<file path="config.mk">
export PLATFORM = sky130hd
export DESIGN_NAME = force_pkt_injector
export DESIGN_NICKNAME = d
export VERILOG_FILES = /design/src/rtl/md_ring_pkg.sv /design/src/rtl/injector_fifo.sv /design/src/rtl/force_pkt_injector.sv
export SDC_FILE = /design/constraint.sdc
export NUM_CORES = 1
export LEC_CHECK = 0
export ABC_CLOCK_PERIOD_IN_PS = 34400
export CAP_MARGIN = 20
export CORE_MARGIN = 2
export CORE_UTILIZATION = 50
export CTS_CLUSTER_SIZE = 25
export DETAILED_ROUTE_END_ITERATION = 8
export HOLD_SLACK_MARGIN = 0.15
export PLACE_DENSITY_LB_ADDON = 0.12
export SETUP_SLACK_MARGIN = 0.05
export SYNTH_ARGS = -nofsm -noshare
export SYNTH_HDL_FRONTEND = slang
export SYNTH_SLANG_ARGS = --single-unit
export TNS_END_PERCENT = 100
</file>
<file path="constraint.sdc">
create_clock -name clk -period 34.4 [get_ports clk]
set_clock_uncertainty 0.15 [all_clocks]
set_input_delay 8.6 -clock clk [delete_from_list [all_inputs] [get_ports clk]]
set_output_delay 8.6 -clock clk [all_outputs]
set_load 0.01 [all_outputs]
</file>
<file path="src/rtl/md_ring_pkg.sv">
// Shared ring packet format: widths, field offsets and packing helpers used by the
// injector, the ring node and the receive-side force cache.
package md_ring_pkg;

    localparam int unsigned NUM_CELLS         = 64;
    localparam int unsigned DATA_WIDTH        = 32;
    localparam int unsigned PARTICLE_ID_WIDTH = 7;

    localparam int unsigned NODE_ID_WIDTH     = $clog2(NUM_CELLS);
    localparam int unsigned FORCE_CACHE_WIDTH = 3 * DATA_WIDTH;
    localparam int unsigned FORCE_DATA_WIDTH  = FORCE_CACHE_WIDTH + PARTICLE_ID_WIDTH;
    localparam int unsigned PACKET_WIDTH      = FORCE_DATA_WIDTH + NODE_ID_WIDTH;

    // Packet layout, LSB first: particle_id, fx, fy, fz, dest_id
    localparam int unsigned PID_LSB  = 0;
    localparam int unsigned FX_LSB   = PID_LSB + PARTICLE_ID_WIDTH;
    localparam int unsigned FY_LSB   = FX_LSB + DATA_WIDTH;
    localparam int unsigned FZ_LSB   = FY_LSB + DATA_WIDTH;
    localparam int unsigned DEST_LSB = FORCE_DATA_WIDTH;

    function automatic logic [PACKET_WIDTH-1:0] pack_force_pkt(
        input logic [NODE_ID_WIDTH-1:0]     dest,
        input logic [FORCE_CACHE_WIDTH-1:0] frc,
        input logic [PARTICLE_ID_WIDTH-1:0] pid
    );
        return {dest, frc, pid};
    endfunction

    // +0 and -0 both count as zero, so the sign bit is ignored
    function automatic logic is_zero_force(input logic [FORCE_CACHE_WIDTH-1:0] frc);
        logic zx, zy, zz;
        zx = (frc[DATA_WIDTH-2:0] == '0);
        zy = (frc[DATA_WIDTH+DATA_WIDTH-2:DATA_WIDTH] == '0);
        zz = (frc[2*DATA_WIDTH+DATA_WIDTH-2:2*DATA_WIDTH] == '0);
        return zx && zy && zz;
    endfunction

endpackage

</file>
<file path="src/rtl/injector_fifo.sv">
// Synchronous FIFO carrying a packet plus its end-of-batch flag; the head entry is
// presented combinationally and reads as zero while empty.
module injector_fifo #(
    parameter int unsigned WIDTH = 109,
    parameter int unsigned DEPTH = 8
) (
    input  logic                       i_clk,
    input  logic                       i_rst_n,
    input  logic                       i_push,
    input  logic [WIDTH-1:0]           i_data,
    input  logic                       i_last,
    input  logic                       i_pop,
    output logic                       o_ready,
    output logic                       o_valid,
    output logic [WIDTH-1:0]           o_data,
    output logic                       o_last,
    output logic [$clog2(DEPTH):0]     o_count
);

    localparam int unsigned AW = $clog2(DEPTH);
    localparam int unsigned CW = AW + 1;

    logic [WIDTH-1:0] r_mem      [DEPTH];
    logic             r_last_mem [DEPTH];
    logic [AW-1:0]    r_wptr;
    logic [AW-1:0]    r_rptr;
    logic [CW-1:0]    r_count;

    logic w_push;
    logic w_pop;

    // Ready depends only on stored occupancy: a full FIFO cannot accept while popping
    assign o_ready = (r_count < CW'(DEPTH));
    assign o_valid = (r_count != '0);
    assign w_push  = i_push && o_ready;
    assign w_pop   = i_pop && o_valid;

    assign o_data  = o_valid ? r_mem[r_rptr] : '0;
    assign o_last  = o_valid && r_last_mem[r_rptr];
    assign o_count = r_count;

    always_ff @(posedge i_clk or negedge i_rst_n) begin
        if (!i_rst_n) begin
            r_wptr  <= '0;
            r_rptr  <= '0;
            r_count <= '0;
        end else begin
            if (w_push) begin
                r_wptr <= r_wptr + 1'b1;
            end
            if (w_pop) begin
                r_rptr <= r_rptr + 1'b1;
            end
            unique case ({w_push, w_pop})
                2'b10:   r_count <= r_count + 1'b1;
                2'b01:   r_count <= r_count - 1'b1;
                default: r_count <= r_count;
            endcase
        end
    end

    always_ff @(posedge i_clk) begin
        if (w_push) begin
            r_mem[r_wptr]      <= i_data;
            r_last_mem[r_wptr] <= i_last;
        end
    end

endmodule

</file>
<file path="src/rtl/force_pkt_injector.sv">
// Ring injector: filters zero-force results, packs them into ring packets, buffers them
// and reports batch completion and delivery count to the cell controller.
module force_pkt_injector
    import md_ring_pkg::*;
#(
    parameter int unsigned NUM_CELLS         = 64,
    parameter int unsigned DATA_WIDTH        = 32,
    parameter int unsigned PARTICLE_ID_WIDTH = 7,
    parameter int unsigned FIFO_DEPTH        = 8,
    parameter bit          DROP_ZERO         = 1'b1,
    localparam int unsigned NODE_ID_WIDTH     = $clog2(NUM_CELLS),
    localparam int unsigned FORCE_CACHE_WIDTH = 3 * DATA_WIDTH,
    localparam int unsigned FORCE_DATA_WIDTH  = FORCE_CACHE_WIDTH + PARTICLE_ID_WIDTH,
    localparam int unsigned PACKET_WIDTH      = FORCE_DATA_WIDTH + NODE_ID_WIDTH,
    localparam int unsigned COUNT_WIDTH       = $clog2(FIFO_DEPTH) + 1
) (
    input  logic                         clk,
    input  logic                         rst,
    input  logic                         pe_valid,
    output logic                         pe_ready,
    input  logic [NODE_ID_WIDTH-1:0]     pe_dest_cell,
    input  logic [PARTICLE_ID_WIDTH-1:0] pe_particle_id,
    input  logic [FORCE_CACHE_WIDTH-1:0] pe_force,
    input  logic                         pe_last,
    output logic [PACKET_WIDTH-1:0]      packet_out,
    output logic                         packet_valid,
    input  logic                         ring_ready,
    output logic [COUNT_WIDTH-1:0]       fifo_count,
    output logic                         drained,
    output logic                         batch_done,
    output logic [15:0]                  sent_count
);

    logic [PACKET_WIDTH-1:0] w_packet;
    logic                    w_zero;
    logic                    w_accept;
    logic                    w_push;
    logic                    w_pop;
    logic                    w_head_last;
    logic                    r_batch_done;
    logic [15:0]             r_sent_count;

    // Shared helpers apply when this instance uses the ring-wide widths
    if (DATA_WIDTH == md_ring_pkg::DATA_WIDTH &&
        PARTICLE_ID_WIDTH == md_ring_pkg::PARTICLE_ID_WIDTH &&
        NODE_ID_WIDTH == md_ring_pkg::NODE_ID_WIDTH) begin : gen_pkg_fmt
        assign w_packet = pack_force_pkt(pe_dest_cell, pe_force, pe_particle_id);
        assign w_zero   = is_zero_force(pe_force);
    end else begin : gen_local_fmt
        assign w_packet = {pe_dest_cell, pe_force, pe_particle_id};
        assign w_zero   = (pe_force[DATA_WIDTH-2:0] == '0) &&
                          (pe_force[2*DATA_WIDTH-2:DATA_WIDTH] == '0) &&
                          (pe_force[3*DATA_WIDTH-2:2*DATA_WIDTH] == '0);
    end

    assign w_accept = pe_valid && pe_ready;
    // Zero results are swallowed unless they close a batch
    assign w_push   = w_accept && !(DROP_ZERO && w_zero && !pe_last);
    assign w_pop    = packet_valid && ring_ready;

    injector_fifo #(
        .WIDTH(PACKET_WIDTH),
        .DEPTH(FIFO_DEPTH)
    ) u_fifo (
        .i_clk   (clk),
        .i_rst_n (rst),
        .i_push  (w_push),
        .i_data  (w_packet),
        .i_last  (pe_last),
        .i_pop   (w_pop),
        .o_ready (pe_ready),
        .o_valid (packet_valid),
        .o_data  (packet_out),
        .o_last  (w_head_last),
        .o_count (fifo_count)
    );

    always_ff @(posedge clk or negedge rst) begin
        if (!rst) begin
            r_batch_done <= 1'b0;
            r_sent_count <= '0;
        end else begin
            r_batch_done <= w_pop && w_head_last;
            if (w_pop) begin
                r_sent_count <= r_sent_count + 16'd1;
            end
        end
    end

    assign drained    = (fifo_count == '0);
    assign batch_done = r_batch_done;
    assign sent_count = r_sent_count;

endmodule

</file>
* Yosys cells after proc, flatten, opt, wreduce, memory -nomap -nowiden
Memories as Yosys holds them, arrays and structs flattened.
Cells that the tools add are included.
** Operators by class
- Reduce and logical (&&, ||, !) cells :: 18
- Bitwise gates (word level) :: 0
- Multiplexer cells :: 4
- Add/subtract/negate cells :: 5
- Div/mod/pow operators :: 0
- $lt $le $gt $ge :: 1
- Multiply operators :: 0
- Eq/ne operators :: 2
- Shift-type cells :: 0
** Operator list (count)
- $mux W109 :: 1
- $logic_not A31 Y1 :: 3
- $add A16 B1 Y16 const B :: 1
- $logic_and A1 B1 Y1 :: 10
- $pmux W4 S2 :: 1
- $add A3 B1 Y3 const B :: 2
- $add A4 B1 Y4 const B :: 1
- $logic_not A4 Y1 :: 1
- $lt A4 B4 Y1 const B :: 1
- $reduce_bool A4 Y1 :: 1
- $sub A4 B1 Y4 const B :: 1
- $eq A2 B1 Y1 const B :: 1
- $eq A2 B2 Y1 const B :: 1
- $logic_not A1 Y1 :: 2
- $mux W1 :: 2
- $reduce_bool A2 Y1 :: 1
** Storage, ports and cells
- Bits in latches :: 0
- Memories :: 2
- Word-level logic and storage cells :: 37
- Output and inout bits :: 133
- Bits in writable memories :: 880
- Input port bits :: 114
- Memory bits (read-only) :: 0
- Register bits :: 27
** Memory list
- u_fifo.r_mem :: words 8, width 109, read ports 1, clocked after memory_dff 0, write ports 1, RTL line injector_fifo.sv:23 : logic [WIDTH-1:0] r_mem [DEPTH];
- u_fifo.r_last_mem :: words 8, width 1, read ports 1, clocked after memory_dff 0, write ports 1, RTL line injector_fifo.sv:24 : logic r_last_mem [DEPTH];

* Logic depth before layout (Yosys ltp)
- Word-level depth :: 9
- Gate-level depth with buffers :: 12
- Mapped depth without buffers :: 12

* Modules after synthesis
Synthesis repeated with hierarchy kept, for this count alone.
** Unflattened totals
- Cells, all modules :: 1548
- Area total of the unflattened synthesis :: 34956.0 um^2
** By module, submodules not included
- injector_fifo :: area an instance 34017.6 um^2, seq. area each 26675.6 um^2, instances 1, cells an instance 1454
- force_pkt_injector :: area an instance 938.4 um^2, seq. area each 425.4 um^2, instances 1, cells an instance 94

* Worst setup path after synthesis
Ideal clock, no wire load.
- Path type :: input port to flip-flop
- Start :: in pe_force[24]
- End :: mem u_fifo.r_last_mem[1] (enable)
- Data arrival time :: 20541 ps
- Stages :: 6
- Data required time :: 33362 ps
- Buffers on the path :: 0
- Path slack :: 12820 ps
- Setup time :: 888 ps
- Cells stage by stage :: nor4_1 -> nand4_1 -> nor4_2 -> a21oi_1 -> clkinv_1 -> nor4b_1
** Between the ends
- Cells in the longest elaborated chain, start to end :: 9
** Ends and longest elaborated chain
- start, declared :: RTL line force_pkt_injector.sv:23 : input logic [FORCE_CACHE_WIDTH-1:0] pe_force,
- $logic_not A31 Y1 :: RTL line md_ring_pkg.sv:32 : zx = (frc[DATA_WIDTH-2:0] == '0);
- $logic_and A1 B1 Y1 (2 in a row) :: RTL line md_ring_pkg.sv:35 : return zx && zy && zz;
- $logic_and A1 B1 Y1 :: RTL line force_pkt_injector.sv:58 : assign w_push = w_accept && !(DROP_ZERO && w_zero && !pe_last);
- $logic_not A1 Y1 :: RTL line force_pkt_injector.sv:58
- $logic_and A1 B1 Y1 :: RTL line force_pkt_injector.sv:58
- $logic_and A1 B1 Y1 :: RTL line injector_fifo.sv:35 : assign w_push = i_push && o_ready;
- $mux W1 :: RTL line injector_fifo.sv:63 : if (w_push) begin
- $mux W1 (implied by the code) :: RTL line injector_fifo.sv:65 : r_last_mem[r_wptr] <= i_last;
- end, declared :: RTL line injector_fifo.sv:24
Every way passes these cells.

* Worst setup path in the final report
- Start :: reg u_fifo.r_rptr[0]
- End :: out packet_out[106]
** Between the ends
- Cells in the longest elaborated chain, start to end :: 2
** Ends and longest elaborated chain
- start, declared :: RTL line injector_fifo.sv:26 : logic [AW-1:0] r_rptr;
- start signal, assigned :: RTL line injector_fifo.sv:52 : r_rptr <= r_rptr + 1'b1;
- $mem_v2 Z8 W109
- $mux W109 :: RTL line injector_fifo.sv:38 : assign o_data = o_valid ? r_mem[r_rptr] : '0;
- end, declared :: RTL line force_pkt_injector.sv:25 : output logic [PACKET_WIDTH-1:0] packet_out,
Every way passes these cells.

==> results.json <==
{
  "outcome": "finished, final reports clean",
  "crit_type": "reg -> out",
  "avgSynthCellArea_um2": 22.5,
  "powerDensity_nw_per_um2": 83.1,
  "r2r_start": "u_fifo.o_count[3]",
  "cts_hold_repair.buffers": 0,
  "slew_headroom": 0.268,
  "fin_setup_tns_ns": 0,
  "core_um2": 68700,
  "final_area_um2": 41200,
  "post_cts_resized": 0,
  "fin_crit_sh": 0.392,
  "die_height_um": 268,
  "drive_above_1_share": 0.212,
  "synthToLayoutAreaGrowth_pct": 18.4,
  "synth_ff_type": "edfxtp_1",
  "drtIter0Drc": 1355,
  "h-tree-depth": 3,
  "gp_congestion": 0.727,
  "hpwl_um": 40800,
  "rr_worst_depth": 6,
  "overflow": 0,
  "ys.warnings.count": 0,
  "cp.required_ns": 25.65,
  "cp-start-kind": "flip-flop",
  "antenna_found_initial": 8,
  "postSynthCellCount": 1548,
  "drv_cap": 0,
  "hold_depth": 1,
  "synth_top_area_frac": 0.759,
  "final_hold_viol_count": 0,
  "die_x_um": 268,
  "holdPathEnd": "sent_count[15]",
  "wl_per_cell_um": 26.7,
  "synth_area_um2": 34800,
  "grt_pass1_vias": 17170,
  "cts_sinks": 907,
  "fmax_ghz": 0.0742,
  "worstPathArrival_ns": 4.73,
  "drv_slew": 0,
  "synthArstFlopShare": 0.0298,
  "postCtsSetupRepairBufs": 0,
  "synth-edff-count": 880,
  "multi_input_area_um2": 7350,
  "final-setup-viol-count": 0,
  "drc": 0,
  "synth_nets": 1669,
  "final_cell_mix": "880 x edfxtp_1, 246 x clkdlybuf4s50_1, 220 x mux4_2",
  "cts_tree": "done",
  "yosys.area.top_type": "edfxtp_1",
  "r2r_setup_slack_ns": 30.54,
  "initial_utilization": 0.507,
  "first_pass_iters": 6,
  "track_usage": 0.215,
  "grt_pass1_wl_um": 111000,
  "cts_buffers": 90,
  "ir_drop_v": 0.0000531,
  "hp-start": "sent_count[15]",
  "clkSlewWorstSetupHoldPaths_ns": 0.06,
  "yosys_register_bits": 907,
  "rr_endpoint": "u_fifo.r_mem[5][43]",
  "ios": 247,
  "yosys-top-cells-area": "edfxtp_1 76%, mux4_2 14%, mux2i_1 3.2%",
  "fin_nets": 1960,
  "antenna_left": 0,
  "drt_wl_total_um": 76000,
  "grt_setup_unrepaired": "no",
  "finalCriticalPeriod_ns": 13.48,
  "placed_area_um2": 38400,
  "path_max_fanout": 100,
  "cts-root-buf": "clkbuf_16",
  "p_leak_nw": 13.4,
  "fillers": 4964,
  "clockBufferDepth": 3,
  "final_common_cell": "edfxtp_1",
  "port_buffers": 246,
  "hold_class": "reg -> reg",
  "grt_max_degree": 101,
  "via_count": 16342,
  "ys_seq_area_frac": 0.779,
  "post_drt_via_cell_ratio": 5.74,
  "ys_types": 37,
  "die_area_um2": 71700,
  "rows": 96,
  "regArea_um2": 27100,
  "clk_latency_ns": 0.63,
  "endpoint_kind": "output pin",
  "worst_pin_slew_ns": 1.10
}
-- kinds of logic after synthesis --
| logic type | synth area share |
|---|---|
| AND/OR/NAND/NOR | 0.0251 |
| XOR/XNOR | 0.00579 |
| AO/OA/AOI/OAI | 0.00165 |
| multiplexers | 0.175 |
| adder cells (fa/ha/maj) | 0.00273 |
| flip-flops | 0.779 |
| buffers and inverters | 0.0115 |
-- power by group --
part,internal (W),leakage [nW],switching (W)
sequential,0.00133,8.29,0.0000689
clock,0.000533,1.39,0.000401
combinational,0.000558,3.70,0.000536
total,0.00242,13.4,0.00101
-- stage by stage --
step / util / total power, W / setup WS (ns) / hold slack [ns] / std cells
global placement: 0.559 / 0.00253 / 21.40 / 0.306 / 2678
global route: 0.600 / 0.00358 / 20.51 / 0.346 / 2844
finish: 0.600 / 0.00342 / 20.92 / 0.326 / 2847
detailed placement: 0.559 / 0.00253 / 21.38 / 0.323 / 2678
CTS: 0.600 / 0.00347 / 20.74 / 0.331 / 2843
floorplan: - / 0.00207 / 12.82 / 0.354 / 1548
-- Yosys cell counts (all sizes together) (2+ instances only) --
master and instances:
edfxtp 880, and4b 2, inv 7, nand2 17, xor2 7, nand3 5, clkbuf 16, xnor2 16
nor2 119, and3 2, buf 62, nor3 2, nor4 25, ha 6, mux4 220, nor4b 3
mux2i 111, nand4 10, a21oi 2, dfrtp 27
-- registers in the layout (all words and copies together) (netlist names) --
name,cells
sent_count,16
u_fifo.r_last_mem,8
u_fifo.r_mem,872
u_fifo.o_count,4
u_fifo.r_rptr,3
u_fifo.r_wptr,3
batch_done,1
-- cell type report --
cell class,count,area share
inverter,8,0.000911
clock inverter,56,0.0104
timing repair buffer,277,0.0657
antenna,4,0.000243
sequential,907,0.658
tap,931,0.0283
multi-input combinational,555,0.178
clock buffer,109,0.0581
-- worst max-delay path by stage --
| stage | start | end | slack [ns] | cells past startpoint |
|---|---|---|---|---|
| after floorplan | pe_force[24] | u_fifo.r_last_mem[1] | 12.82 | 6 |
| after global placement | u_fifo.r_rptr[0] | packet_out[106] | 21.40 | 6 |
| after detailed placement | pe_force[29] | u_fifo.r_mem[5][40] | 21.38 | 8 |
| after CTS | u_fifo.r_rptr[0] | packet_out[99] | 20.74 | 6 |
| after global routing | u_fifo.r_rptr[0] | packet_out[99] | 20.51 | 6 |
| final | u_fifo.r_rptr[0] | packet_out[106] | 20.92 | 6 |
-- critical path, cell delays in order (launching register included) --
cell             delay (ns)
dfrtp_4                0.95
buf_12                 0.55
buf_4                  0.82
mux4_2                 0.60
mux2i_1                0.25
nor2_1                 0.07
clkdlybuf4s50_1        0.52
-- layer usage --
| layer | global-route usage | part of all wire |
|---|---|---|
| met5 | 0 | 0.00043 |
| met4 | 0.0587 | 0.017 |
| met3 | 0.0389 | 0.054 |
| met2 | 0.358 | 0.51 |
| met1 | 0.297 | 0.42 |
Note: power is estimated with default switching activity, not from simulation.
